[src/rtl/chroni_text_fetch.sv]
// Text-mode fetch scheduler: sequences code and glyph reads on the shared
// 2-cycle memory port, serialises glyph bytes to pixels, and slots in CPU reads.
module chroni_text_fetch #(
  parameter int MEM_AW         = 14,
  parameter int COLS           = 100,
  parameter int FONT_ROWS_LOG2 = 3,
  parameter int TEXT_BASE      = 0,
  parameter int FONT_BASE      = 8192
) (
  input  logic              clk,
  input  logic              reset,
  input  logic              line_start,
  input  logic [9:0]        line_row,
  output logic              mem_rd,
  output logic [MEM_AW-1:0] mem_addr,
  input  logic [7:0]        mem_q,
  input  logic              cpu_req,
  input  logic [MEM_AW-1:0] cpu_addr,
  output logic              cpu_ack,
  output logic [7:0]        cpu_rdata,
  output logic              cpu_rdata_valid,
  output logic              pix_out,
  output logic              pix_valid,
  output logic              busy,
  output logic              line_overrun
);

  localparam int COL_W = $clog2(COLS + 1);

  typedef enum logic [1:0] {IDLE, FETCH, LAST} state_t;
  typedef enum logic [1:0] {TAG_NONE, TAG_CODE, TAG_GLYPH, TAG_CPU} tag_t;

  state_t                    state, state_nxt;
  logic [2:0]                slot;
  logic [COL_W-1:0]          col;
  logic [MEM_AW-1:0]         line_base;
  logic [FONT_ROWS_LOG2-1:0] glyph_row;
  logic [9:0]                text_row;
  tag_t                      tag_now, tag_p1, tag_p2;
  logic [7:0]                code;
  logic [7:0]                glyph_next;
  logic [7:0]                shift;
  logic [7:0]                rdata_hold;
  logic                      start;
  logic                      disp_rd;
  logic [MEM_AW-1:0]         disp_addr;
  tag_t                      disp_tag;
  logic                      cpu_slot;

  assign text_row = line_row >> FONT_ROWS_LOG2;
  // The code byte is only trusted when the returning read was tagged as a code fetch.
  assign code     = (tag_p2 == TAG_CODE) ? mem_q : 8'h00;

  always_ff @(posedge clk or posedge reset) begin
    if (reset) state <= IDLE;
    else       state <= state_nxt;
  end

  always_comb begin
    state_nxt = state;
    start     = 1'b0;
    disp_rd   = 1'b0;
    disp_addr = '0;
    disp_tag  = TAG_NONE;
    cpu_slot  = 1'b0;
    case (state)
      IDLE: begin
        if (line_start) begin
          state_nxt = FETCH;
          start     = 1'b1;
        end else begin
          cpu_slot = 1'b1;
        end
      end
      FETCH: begin
        if (slot == 3'd0) begin
          disp_rd   = 1'b1;
          disp_addr = line_base + MEM_AW'(col);
          disp_tag  = TAG_CODE;
        end else if (slot == 3'd2) begin
          disp_rd   = 1'b1;
          disp_addr = MEM_AW'(FONT_BASE) + (MEM_AW'(code) << FONT_ROWS_LOG2)
                      + MEM_AW'(glyph_row);
          disp_tag  = TAG_GLYPH;
        end
        cpu_slot = (slot == 3'd4) || (slot == 3'd6);
        if (slot == 3'd7 && col == COL_W'(COLS - 1)) state_nxt = LAST;
      end
      LAST: begin
        cpu_slot = ~slot[0];
        if (slot == 3'd7) state_nxt = IDLE;
      end
      default: state_nxt = IDLE;
    endcase
  end

  assign cpu_ack   = cpu_slot & cpu_req & ~reset;
  assign mem_rd    = disp_rd | cpu_ack;
  assign mem_addr  = cpu_ack ? cpu_addr : disp_addr;
  assign tag_now   = cpu_ack ? TAG_CPU : disp_tag;

  assign busy      = (state != IDLE);
  assign pix_valid = ((state == FETCH) && (col != '0)) || (state == LAST);
  assign pix_out   = pix_valid & shift[7];

  assign cpu_rdata_valid = (tag_p2 == TAG_CPU);
  assign cpu_rdata       = cpu_rdata_valid ? mem_q : rdata_hold;

  always_ff @(posedge clk or posedge reset) begin
    if (reset) begin
      slot         <= '0;
      col          <= '0;
      line_base    <= '0;
      glyph_row    <= '0;
      line_overrun <= 1'b0;
      tag_p1       <= TAG_NONE;
      tag_p2       <= TAG_NONE;
      glyph_next   <= '0;
      shift        <= '0;
      rdata_hold   <= '0;
    end else begin
      // Stage p1 -> p2: tags follow each read until its data is on mem_q
      tag_p1 <= tag_now;
      tag_p2 <= tag_p1;
      if (line_start && state != IDLE) line_overrun <= 1'b1;
      if (start) begin
        slot      <= '0;
        col       <= '0;
        line_base <= MEM_AW'(TEXT_BASE) + MEM_AW'(int'(text_row) * COLS);
        glyph_row <= line_row[FONT_ROWS_LOG2-1:0];
      end else if (state != IDLE) begin
        slot <= slot + 3'd1;
        if (state == FETCH && slot == 3'd7) col <= col + 1'b1;
      end
      // Stage p2: route returned data by tag
      if (tag_p2 == TAG_GLYPH) glyph_next <= mem_q;
      if (tag_p2 == TAG_CPU)   rdata_hold <= mem_q;
      if (state == FETCH && slot == 3'd7) shift <= glyph_next;
      else                                shift <= {shift[6:0], 1'b0};
    end
  end

endmodule

[config.mk]
export PLATFORM = sky130hd
export DESIGN_NAME = chroni_text_fetch
export DESIGN_NICKNAME = d
export VERILOG_FILES = /design/src/rtl/chroni_text_fetch.sv
export SDC_FILE = /design/constraint.sdc
export NUM_CORES = 1
export LEC_CHECK = 0
export ABC_AREA = 0
export ABC_CLOCK_PERIOD_IN_PS = 5100
export CELL_PAD_IN_SITES_DETAIL_PLACEMENT = 1
export CELL_PAD_IN_SITES_GLOBAL_PLACEMENT = 2
export CORE_MARGIN = 3
export CORE_UTILIZATION = 43
export CTS_CLUSTER_DIAMETER = 60
export DETAILED_ROUTE_END_ITERATION = 8
export DONT_BUFFER_PORTS = 1
export GPL_ROUTABILITY_DRIVEN = 0
export GPL_TIMING_DRIVEN = 0
export PLACE_DENSITY = 0.95
export RECOVER_POWER = 25
export SETUP_SLACK_MARGIN = 0.2
export SYNTH_ARGS = -nofsm -noshare
export SYNTH_HDL_FRONTEND = slang
export SYNTH_SLANG_ARGS = --single-unit
[constraint.sdc]
create_clock -name clk -period 5.1 [get_ports clk]
set_input_delay 0.51 -clock clk [delete_from_list [all_inputs] [get_ports clk]]
set_output_delay 0.51 -clock clk [all_outputs]
set_load 0.05 [all_outputs]
# After elaboration in Yosys (flattened, before gate mapping)
# Cells that the tools add are included.
# totals
ff_bits	56
latchBits	0
mem_bits_rw	0
romBits	0
inputBits	36
output_inout_bits	29
elab_cells	77
n_memories	0
# op_classes
addsub	5
mul	1
div_mod_pow	0
magnitude_cmp	0
eq_ne	13
shifts	0
muxes	27
n_bitwise	6
reduce_logical	14
# op_table
operator	count
$mux 14	4
$mux 8	3
$mux 7	3
$add 14x11->14 const A	1
$add 14x3->14	1
$add 14x7->14	1
$mux 2	7
$mul 7x5->12 const B	1
$eq 3x3->1 const B	3
$add 7x1->7 const B	1
$eq 7x7->1 const B	1
$reduce_bool 7->1	1
$eq 2x2->1 const B	3
$mux 1	6
$mux 3	2
$ne 2x2->1 const B	3
$pmux 2 s3	1
$reduce_bool 2->1	3
$eq 2x1->1 const B	2
$logic_and 1x1->1	4
$add 3x1->3 const B	1
$and 1x1->1	3
$eq 3x2->1 const B	1
$logic_not 3->1	1
7 further kinds	9

# Logic depth before layout (Yosys ltp)
# logic_depth
ltp_word	8
mapped_depth	10
ltp_nobuf	10

# Worst setup path before layout
# Ideal clock, no wire load.
# synth_path
path_type	input to output
from	in reset
to	out mem_addr[11]
t_arrival_ns	3.034
t_required_ns	4.590
slack_ns	1.556
stages	6
path_buffers	2
path_cell_list	inv_1 > and4_4 > buf_6 > buf_6 > nand2_1 > o21ai_0
# synth_via
elab_chain_len	3
# synth_rtl
element	line_no	source
start, declared	11	input logic reset,
$not 1->1	97	assign cpu_ack = cpu_slot & cpu_req & ~reset;
$and 1x1->1	97	
net cpu_ack	19	output logic cpu_ack,
$mux 14	99	assign mem_addr = cpu_ack ? cpu_addr : disp_addr;
end, declared	15	output logic [MEM_AW-1:0] mem_addr,
# The timed path passes the listed nets, and every way through them passes these cells.

# Worst setup path after layout
# layout_path
from	reg col[2]
to	out mem_addr[10]
# layout_via
elab_chain_len	4
# layout_rtl
element	line_no	source
start, declared	35	logic [COL_W-1:0] col;
start signal, assigned	133	if (state == FETCH && slot == 3'd7) col <= col + 1'b1;
$add 14x7->14	78	disp_addr = line_base + MEM_AW'(col);
$mux 14	76	if (slot == 3'd0) begin
$mux 14	66	case (state)
$mux 14	99	
# Every way passes these cells.

==> results.sh <==
export IMPL_grt_pass1_vias=2867
export IMPL_synth_fp_nets=423
export IMPL_rsz0062_at_grt="false"
export IMPL_min_delay_path_class="input pin to register"
export IMPL_setup_violations=0
export IMPL_clkSlewWorstSetupHoldPaths_ns=0.11
export IMPL_yosys_cell_types_count=48
export IMPL_core_area_mm2=0.00749
export IMPL_crit_end="mem_addr[10]"
export IMPL_dp_hpwl_mm=6.85
export IMPL_dieArea_mm2=0.00903
export IMPL_async_flop_share_pct=100
export IMPL_ys_top_cells_by_area="dfrtp_1 41%, ha_1 13%, nand2_1 7.6%"
export IMPL_crit_arrival_ns=3.15
export IMPL_cts_buffer_depth=2
export IMPL_max_freq_mhz=273
export IMPL_yosysTopAreaCell="dfrtp_1"
export IMPL_grt_total_usage_pct=20.1
export IMPL_utilization_pct=48.7
export IMPL_reg2reg_from="slot[0]"
export IMPL_io_pins=65
export IMPL_syn_inst=348
export IMPL_layout_worst_path_cycle_share_pct=71.7
export IMPL_drtIter0Drc=109
export IMPL_wl_per_cell_um=18.9
export IMPL_placed_area_mm2=0.00356
export IMPL_tns_ns=0
export IMPL_remaining_drc_errors=0
export IMPL_startpoint="col[2]"
export IMPL_final_nets=431
export IMPL_worstPathMaxFanout=6
export IMPL_synth_edf_count=0
export IMPL_cts_tree="built"
export IMPL_irDropWorstVdd_mv=0.104
export IMPL_cts_sinks=56
export IMPL_grt_start_max_net_pins=37
export IMPL_die_y_um=95.0
export IMPL_slew_headroom_pct=30.1
export IMPL_h_tree_depth=2
export IMPL_crit_type="register to output pin"
export IMPL_cts_resized=0
export IMPL_drive_above_1_share_pct=9.24
export IMPL_ys_seq_area_share_pct=41.1
export IMPL_reg2reg_to="tag_p1[0]"
export IMPL_drt_total_wl_mm=8.63
export IMPL_grt_pass1_wl_mm=14.0
export IMPL_ys_flop_type="dfrtp_1"
export IMPL_vias=2614
export IMPL_fin_area_mm2=0.00365
export IMPL_rrSetupSlack_ns=3.00
export IMPL_root_buffer="clkbuf_8"
export IMPL_antenna_found_initial=0
export IMPL_port_buffers=0
export IMPL_initial_core_util_pct=45.5
export IMPL_yosysTopAreaCellShare_pct=41.1
export IMPL_grt_overflow_total=0
export IMPL_avgSynthCellArea_um2=9.79
export IMPL_synth_area_mm2=0.00341
export IMPL_die_width_um=95.0
export IMPL_p_leak_nw=1.76
export IMPL_cts_buffers=5
export IMPL_status="complete, no violations"
export IMPL_final_antenna_net_count=0
export IMPL_worstMarginPinSlew_ns=1.04
export IMPL_rows=31
export IMPL_power_density_mw_per_mm2=244
export IMPL_cp_required_ns=4.59
export IMPL_finClkSkew_ns=0.0103
export IMPL_start_kind="register"
export IMPL_ys_ff_latch=56
export IMPL_end_kind="output pin"
export IMPL_via_per_inst=5.73
export IMPL_ys_warnings_count=0
export IMPL_hold_buffers=0
export IMPL_yosysMostFrequentCell="nand2_1"
export IMPL_hold_violations=0
export IMPL_antenna_cells=0
export IMPL_synth_commonest_cells="69 x nand2_1, 56 x dfrtp_1, 36 x ha_1, 19 x o21ai_0, 18 x inv_1"
export IMPL_postLayoutSetupSlackWorst_ns=1.44
export IMPL_reg2regPathDepth=8
export IMPL_clock_latency_ns=0.32
export IMPL_first_pass_iters=4
export IMPL_fin_crit_ns=3.66
export IMPL_post_cts_repair_setup_buffers=0
export IMPL_dp_slack_ns=1.87
export IMPL_cap_violations=0
export IMPL_slew_viol_final=0
export IMPL_synthToLayoutAreaGrowth_pct=7.05
==> flip-flops by register name, indices dropped and copies added (netlist names) <==
register      flops
rdata_hold        8
tag_p2            2
state             2
tag_p1            2
slot              3
line_overrun      1
line_base        12
glyph_next        8
shift             8
glyph_row         3
col               7
==> per-stage QoR <==
stage | hold WS, ns | total power (W) | cells
5_1_grt | 0.273 | 0.000935 | 456
3_3_place_gp | 0.333 | 0.000635 | 447
2_1_floorplan | 0.331 | 0.000614 | 348
6_report | 0.271 | 0.000890 | 456
3_5_place_dp | 0.342 | 0.000644 | 448
4_1_cts | 0.0997 | 0.000899 | 456
==> cell type report <==
type	instances	area, µm²
well taps	99	124
clock inverters	3	22.5
fillers	858	3840
clock buffers	5	68.8
repair buffers	1	20.0
inverters	18	67.6
flip-flops and latches	56	1400
multi-input cells	265	1890
plain buffers	9	50.0
==> kinds of logic (layout without fill, tap and decap cells) <==
kind of cell,Yosys count,after routing,share of synthesized area [%]
DFF,56,56,41.1
adders and majority gates,39,39,15.0
muxes,17,17,5.58
AOI/OAI and AO/OA,70,70,13.8
buffers and inverters,27,36,3.45
xor gates and xnor gates,16,16,4.11
and+or+nand+nor,123,123,17.0
==> per-layer routing <==
layer / track usage, % / vias to the layer above / part of all wire, %
met5: 0 / - / 0
met4: 6.37 / 0 / 1.3
met3: 5.05 / 8 / 6.1
met2: 33.6 / 67 / 48
met1: 25.6 / 1303 / 44
li1: - / 1236 / -
==> layout by cell type, fill, tap and decap left out, types with 4 or more instances in the layout <==
| cell type | n |
|---|---|
| a21oi_1 | 10 |
| a21o_1 | 7 |
| dfrtp_1 | 56 |
| o21ai_0 | 13 |
| a22oi_1 | 5 |
| nand2_1 | 69 |
| nand3_1 | 4 |
| a222oi_1 | 4 |
| inv_1 | 18 |
| xor2_1 | 13 |
| o211ai_1 | 4 |
| o21ai_1 | 6 |
| clkbuf_1 | 6 |
| and2_1 | 4 |
| a211oi_1 | 4 |
| mux2_2 | 16 |
| ha_1 | 36 |
| o21a_1 | 6 |
| clkbuf_8 | 5 |
| nor2_1 | 15 |
| nand2b_1 | 5 |
==> critical path, cell delays in order (launching register included) <==
cell and delay [ns]:
dfrtp_1 0.47, ha_1 0.29, fa_1 0.44, a211oi_1 0.30, nor2_1 0.17, o2111ai_1 0.24
xor2_1 0.15, o21ai_1 0.77
==> where the power goes <==
| group | switching (W) | total (W) | internal, W |
|---|---|---|---|
| clock | 0.000158 | 0.000257 | 0.0000990 |
| combinational | 0.000106 | 0.000163 | 0.0000569 |
| sequential | 0.00000653 | 0.000470 | 0.000464 |
==> how the worst min path moves through the flow <==
stage                     from         to  cells past startpoint
floorplan            tag_p1[0]  tag_p2[0]                      0
global placement     tag_p1[1]  tag_p2[1]                      0
detailed placement   tag_p1[0]  tag_p2[0]                      0
CTS                      reset    slot[1]                      1
global route        line_start    slot[1]                      1
finish              line_start    slot[1]                      1
No activity file was read; power rests on OpenSTA's default activity.
